<file path="config.mk">
export PLATFORM = sky130hd
export DESIGN_NAME = fib_job_scheduler
export DESIGN_NICKNAME = d
export VERILOG_FILES = /design/src/rtl/fib_job_scheduler.sv
export SDC_FILE = /design/constraint.sdc
export NUM_CORES = 1
export LEC_CHECK = 0
export CORE_UTILIZATION = 48
export CTS_BUF_LIST = sky130_fd_sc_hd__clkbuf_8
export CTS_CLUSTER_DIAMETER = 100
export CTS_CLUSTER_SIZE = 16
export DETAILED_ROUTE_END_ITERATION = 8
export GPL_TIMING_DRIVEN = 1
export MAX_ROUTING_LAYER = met4
export PLACE_DENSITY = 0.91
export SYNTH_ARGS = -nofsm -noshare
export SYNTH_HDL_FRONTEND = slang
export SYNTH_SLANG_ARGS = --single-unit
export TNS_END_PERCENT = 1
</file>
<file path="constraint.sdc">
create_clock -name clk -period 3.9 [get_ports clk]
set_clock_uncertainty 0.2 [all_clocks]
set_input_delay 1.17 -clock clk [delete_from_list [all_inputs] [get_ports clk]]
set_output_delay 1.17 -clock clk [all_outputs]
set_load 0.02 [all_outputs]
</file>
<file path="src/rtl/fib_job_scheduler.sv">
// rtl/fib_job_scheduler.sv - round-robin scheduler sharing one Fibonacci engine among NREQ requesters
//
// Purpose:
//   Arbitrates NREQ requesters round-robin onto a single Fibonacci engine,
//   runs one job at a time, returns the result to the winner, pulses the
//   engine back to idle after every job and aborts a hung job with an
//   error response after TIMEOUT cycles in WAIT.
//
// Ports:
//   clk            system clock
//   reset          asynchronous, active-high reset
//   req            per-requester request level
//   req_i          packed indices, requester k at [k*IW +: IW]
//   resp_valid     one-hot, one-cycle response strobe
//   resp_f         result, valid while any resp_valid bit is high
//   resp_err       watchdog error flag, valid with resp_valid
//   busy           high in every state except IDLE
//   eng_ready      engine idle indication
//   eng_start      one-cycle engine start
//   eng_i          index presented to the engine
//   eng_done_tick  engine completion strobe
//   eng_f          engine result
//   eng_clear      one-cycle pulse returning the engine from done to idle
module fib_job_scheduler #(
   parameter int NREQ    = 4,
   parameter int IW      = 3,
   parameter int FW      = 20,
   parameter int TIMEOUT = 64
) (
   input  logic               clk,
   input  logic               reset,
   input  logic [NREQ-1:0]    req,
   input  logic [NREQ*IW-1:0] req_i,
   output logic [NREQ-1:0]    resp_valid,
   output logic [FW-1:0]      resp_f,
   output logic               resp_err,
   output logic               busy,
   input  logic               eng_ready,
   output logic               eng_start,
   output logic [IW-1:0]      eng_i,
   input  logic               eng_done_tick,
   input  logic [FW-1:0]      eng_f,
   output logic               eng_clear
);

   localparam int PW = $clog2(NREQ);
   localparam int CW = $clog2(TIMEOUT);
   // Last count value before the watchdog fires; TIMEOUT-1 always fits in CW bits.
   localparam logic [CW-1:0] CNT_LAST = CW'(TIMEOUT - 1);

   typedef enum logic [2:0] {
      ST_IDLE,
      ST_ISSUE,
      ST_WAIT,
      ST_RESP,
      ST_CLEAR
   } state_t;

   state_t         state;
   state_t         state_nx;

   logic [PW-1:0]  rr_ptr;
   logic [PW-1:0]  win_id;
   logic [IW-1:0]  win_i;
   logic [CW-1:0]  wd_cnt;
   logic           err_q;

   logic [PW-1:0]  pick_id;
   logic           pick_found;
   logic [IW-1:0]  req_idx [NREQ];

   logic           grant;
   logic           wait_done;
   logic           wait_timeout;

   // Unpack the per-requester indices so the winner's index is a plain array read.
   always_comb begin
      for (int k = 0; k < NREQ; k++) begin
         req_idx[k] = req_i[k*IW +: IW];
      end
   end

   // Round-robin pick: scan rr_ptr+1, rr_ptr+2, ... modulo NREQ, first set bit wins.
   // rr_ptr holds the last winner, so the last-served requester is scanned last.
   always_comb begin
      logic [PW-1:0] cand;
      pick_found = 1'b0;
      pick_id    = '0;
      cand       = '0;
      for (int k = 1; k <= NREQ; k++) begin
         cand = PW'((int'(rr_ptr) + k) % NREQ);
         if (!pick_found && req[cand]) begin
            pick_found = 1'b1;
            pick_id    = cand;
         end
      end
   end

   // State register.
   always_ff @(posedge clk or posedge reset) begin
      if (reset) begin
         state <= ST_IDLE;
      end else begin
         state <= state_nx;
      end
   end

   // Next-state logic and outputs decoded from registered state only.
   always_comb begin
      state_nx     = state;
      grant        = 1'b0;
      wait_done    = 1'b0;
      wait_timeout = 1'b0;
      busy         = 1'b1;
      eng_start    = 1'b0;
      eng_clear    = 1'b0;
      resp_err     = 1'b0;
      resp_valid   = '0;

      case (state)
         ST_IDLE: begin
            busy = 1'b0;
            if (pick_found && eng_ready) begin
               grant    = 1'b1;
               state_nx = ST_ISSUE;
            end
         end
         ST_ISSUE: begin
            eng_start = 1'b1;
            state_nx  = ST_WAIT;
         end
         ST_WAIT: begin
            // A completion in the last watchdog cycle still counts as success.
            if (eng_done_tick) begin
               wait_done = 1'b1;
               state_nx  = ST_RESP;
            end else if (wd_cnt == CNT_LAST) begin
               wait_timeout = 1'b1;
               state_nx     = ST_RESP;
            end
         end
         ST_RESP: begin
            resp_err = err_q;
            for (int k = 0; k < NREQ; k++) begin
               resp_valid[k] = (win_id == PW'(k));
            end
            state_nx = ST_CLEAR;
         end
         ST_CLEAR: begin
            eng_clear = 1'b1;
            state_nx  = ST_IDLE;
         end
         default: begin
            state_nx = ST_IDLE;
         end
      endcase
   end

   // Job datapath: winner latch, watchdog counter and response capture.
   always_ff @(posedge clk or posedge reset) begin
      if (reset) begin
         rr_ptr <= PW'(NREQ - 1);
         win_id <= '0;
         win_i  <= '0;
         wd_cnt <= '0;
         resp_f <= '0;
         err_q  <= 1'b0;
      end else begin
         if (grant) begin
            win_id <= pick_id;
            win_i  <= req_idx[pick_id];
            rr_ptr <= pick_id;
         end

         // The counter stops at CNT_LAST because WAIT is left on that cycle,
         // so it never wraps before the compare.
         if (state == ST_ISSUE) begin
            wd_cnt <= '0;
         end else if (state == ST_WAIT && !wait_done && !wait_timeout) begin
            wd_cnt <= wd_cnt + 1'b1;
         end

         if (wait_done) begin
            resp_f <= eng_f;
            err_q  <= 1'b0;
         end else if (wait_timeout) begin
            resp_f <= '0;
            err_q  <= 1'b1;
         end
      end
   end

   // The latched index is held through ISSUE and WAIT.
   assign eng_i = win_i;

endmodule

</file>
# Word-level counts from Yosys, hierarchy flattened
# Cells that the tools add are included.
# classes
n_addsub	5
n_lt_le_gt_ge	5
n_eq_ne	10
muxes	41
bitwise	1
n_reduce_logical	16
# op_table
op	count
$mux 20	2
$mux 1	21
$mux 3	5
$lt 2x3->1 const B	4
$mux 6	2
$pmux 3 s4	1
$bmux 1 s2	4
$mux 2	4
$add 6x1->6 const B	1
$bmux 3 s2	1
$eq 3x2->1 const B	2
$eq 6x6->1 const B	1
$logic_and 1x1->1	6
$logic_not 1->1	5
$add 2x1->2 const B	2
$add 2x2->2 const B	2
$eq 2x2->1 const B	2
$mux 4	1
$reduce_bool 2->1	2
$eq 3x1->1 const B	1
$eq 3x3->1 const B	1
$ge 3x3->1 const B	1
$logic_not 3->1	1
$ne 3x3->1 const B	1
other kinds (5)	5
# word_totals
register_bits	37
input_bits	40
out_inout_bits	31
elab_cells	85

# Longest topological paths before layout
# Gate-level depths: netlist of run 1.
# depth
word_depth	17
depth_mapped	7
mapped_depth_nobuf	6

# Least setup slack after synthesis of run 1
# OpenSTA, ideal clock, no wires.
# synth_timing
path_type	flip-flop to output port
start	register state[2]
end	output port resp_valid[0]
arrival_ns	1.375
required_ns	2.530
setup_slack_ns	1.155
path_stages_with_launch	5
n_path_buf	2
path_cell_list	dfrtp_1 buf_2 and3b_1 clkbuf_1 nor3b_1
# synth_between
elab_chain_len	2
# synth_lines
element	line_no	text
start: declaration	59	state_t state;
start signal: assignment	104	state <= state_nx;
$eq 3x2->1	120	case (state)
$mux 4	120	
end: declaration	34	output logic [NREQ-1:0] resp_valid,
# Every way passes these cells.

# Final worst setup path of run 1
# layout_timing
start	register state[1]
end	output port resp_valid[0]
# The elaborated chain is that of the path after synthesis.

==> run_results.csv, run 1 <==
group,metric,value,unit
worst_hold_path,min_path_type,"flop to flop",
global_route,global_route.overflow_total,0,
synthesis,synthesized_netlist_net_count,194,
placed_design,gpl.final_weighted_congestion,0.844,
synthesis,post_synth.cell_area_avg,11.4,µm²
global_route,groute.usage.overall,25.0,%
synthesis,synth_top_area_cell,"dfrtp_1",
synthesis,synth.distinct_cells,33,
clock_tree,post-cts-setup-buffer-count,0,
synthesis,synthesis.instances,153,
detailed_routing,maxUsedRoutingLayer,"met4",
power_and_ir_drop,ir_worst_vdd,0.425,mV
global_route,largest_net_degree_at_the_start_of_global_routing,38,
timing,fmax,301,MHz
global_route,grt_antenna_before_repair,0,
global_route,grt_pass1_vias,1446,
die,core,3420,µm²
timing,setup_slack,0.576,ns
detailed_routing,route.detailed.wl_per_inst,14.9,µm
clock_tree,cts-root-to-sink-buffers,2,
timing,final.period_utilization,85.2,%
final_layout,finalInstanceArea,2550,µm²
die,start_util,51.0,%
job,drv_cap,0,
clock_tree,worst_skew_pair.late_latency,0.28,ns
final_layout,final_core_utilization,74.6,%
final_layout,antenna_cells,0,
die,chipHeight,62.2,µm
detailed_routing,drtAntennaViolNets,0,
detailed_routing,drt_first_iter_violations,73,
worst_setup_path,timing.setup.critical_path_class,"flop to primary output",
final_layout,most_common_cell_after_layout_fill_and_taps_aside,"clkdlybuf4s50_1",
timing,worst_pin_slew,0.755,ns
placed_design,place.port_buffers,70,
worst_setup_path,r2r_setup_slack,1.55,ns
status,run_status,"complete, no violations",
clock_tree,cts_buffers,5,
detailed_routing,met2WireLength,2070,µm
placed_design,placed_area,2460,µm²
detailed_routing,detail_route.wirelength,4000,µm
detailed_routing,vias_per_cell,5.25,
final_layout,count_of_nets_after_finishing,264,
timing,maxSlewViolCount,0,
timing,finalWorstPathRequiredPeriod,3.32,ns
clock_tree,clk_pin_slew,0.07,ns
worst_setup_path,worstPathRequired,2.53,ns
detailed_routing,drtPass1Iterations,4,
worst_setup_path,setup.worst_path.start_class,"flop",
die,die_area,3870,µm²
final_layout,most-common-layout-cells,"clkdlybuf4s50_1 (70), dfrtp_1 (35), a22o_1 (20)",
die,core.rowCount,21,
timing,relSlewSlack,49.7,%
power_and_ir_drop,power_density,714,nW/µm²
die,chipWidth,62.2,µm
power_and_ir_drop,cellLeakagePower,1.13,nW
placed_design,place_hpwl,2990,µm
timing,setup-tns-final,0,ns
clock_tree,clock_sink_count,37,
detailed_routing,detailroute.via_count,1413,
clock_tree,clockRootBuffer,"clkbuf_8",
detailed_routing,met3RoutedLength,140,µm
worst_setup_path,worst_setup_path_end_kind,"primary output",
synthesis,synth_warnings,0,
synthesis,synth_sequential_area_ratio,53.3,%
clock_tree,clock_tree.htree_level_count,2,
detailed_routing,wirelength_met1,1710,µm
timing,final-setup-viol-count,0,
clock_tree,tritoncts,"done",
synthesis,netlist.area_leader.share,50.3,%
synthesis,netlist_area,1740,µm²
synthesis,postSynthRegisterBits,37,
final_layout,drive_gt1_share,9.42,%
timing,rsz_0062_raised_after_global_routing,"no",
worst_setup_path,worst-path-max-fanout,10,
die,boundaryPins,71,
global_route,grt_first_pass_wirelength,7040,µm
worst_setup_path,worstPathArrival,1.95,ns
final_layout,area.growth.synth_to_final,46.3,%
synthesis,netlist_top_cells_area,"dfrtp_1 (50%), a22o_1 (10%), dfstp_2 (3.0%), nor2_1 (3.0%), mux2i_1 (2.9%)",
placed_design,placement.setup.worst_slack,0.752,ns
clock_tree,cts_hold_buf,0,
timing,finalHoldViolations,0,
clock_tree,cts-resized-gates,0,
detailed_routing,drc,0,
timing,final.hold.worst_slack,0.298,ns
-- worst paths after layout --
path,cells after the start,startpoint,to
min in group asynchronous,3,reset,resp_f[15]
hold reg to reg,1,resp_f[0],resp_f[0]
max in group asynchronous,3,reset,rr_ptr[0]
hold / removal,1,resp_f[0],resp_f[0]
setup / recovery,3,state[1],resp_valid[0]
setup reg to reg,6,wd_cnt[0],resp_f[19]
-- registers in the layout, summed over array words and instances, names as in the netlist --
register,cells
wd_cnt,6
err_q,1
eng_i,3
resp_f,20
rr_ptr,2
win_id,2
state,3
-- Yosys cell counts --
library cell and instances:
o31ai_2 1, and3_1 4, nor2b_1 2, a22o_1 20
or3_1 1, buf_6 2, o211ai_1 3, nand3_1 6
dfrtp_1 35, mux2i_1 5, nor3_1 1, and2_1 3
mux2_2 3, nor4b_1 1, and3b_1 4, xnor2_1 2
o221ai_2 1, or4_1 1, or2_2 3, nand2_1 13
a21oi_1 4, nand4_2 1, buf_2 4, nor2_1 14
a311oi_4 1, nor3b_1 4, inv_1 1, ha_1 1
xor2_1 4, clkbuf_1 3, or3b_4 1, nand2b_1 2
dfstp_2 2
-- power breakdown --
part	leakage (nW)	switching, mW	internal (mW)
Sequential	0.466	0.130	0.549
Combinational	0.619	0.424	0.456
Clock	0.0485	0.122	0.137
-- final cells by class --
class / count / area, µm²
sequential: 37 / 928
clock buffer: 6 / 82.6
multi-input combinational: 106 / 756
fill: 246 / 868
timing repair buffer: 72 / 716
clock inverter: 1 / 3.75
inverter: 1 / 3.75
tap: 46 / 57.6
-- routing by layer --
metal | vias up | global-route usage [%]
met1 | 678 | 30.1
met4 | 0 | 10.8
met2 | 34 | 39.1
met5 | - | -
li1 | 695 | -
met3 | 6 | 7.17
-- cells by family after synthesis --
| family | after synthesis | share of synthesized area [%] |
|---|---|---|
| AND/OR/NAND/NOR | 61 | 19.3 |
| flip-flops | 37 | 53.3 |
| AO/OA/AOI/OAI | 30 | 15.6 |
| buffers and inverters | 10 | 3.30 |
| multiplexers | 8 | 4.81 |
| XOR/XNOR | 6 | 3.02 |
| adder cells (fa/ha/maj) | 1 | 0.718 |
-- through the flow --
stage                     cells  total power [mW]
final                       269              1.82
after global routing        269              1.94
after global placement      262              1.54
after CTS                   269              1.83
after floorplan             153              1.20
after detailed placement    262              1.57
-- worst max-delay path, stage by stage (launching register included) --
cell             delay, ns
dfrtp_1               0.51
and3b_1               0.28
nor3b_1               0.23
clkdlybuf4s50_1       0.64
Power figures use the tool's default switching activity.
==> inputs of run 2 (changes only) <==
Settings changed: CTS_CLUSTER_DIAMETER 100 to not set.
==> results of run 2 <==
The final DEF is identical to that of run 1; final timing and power are the same.
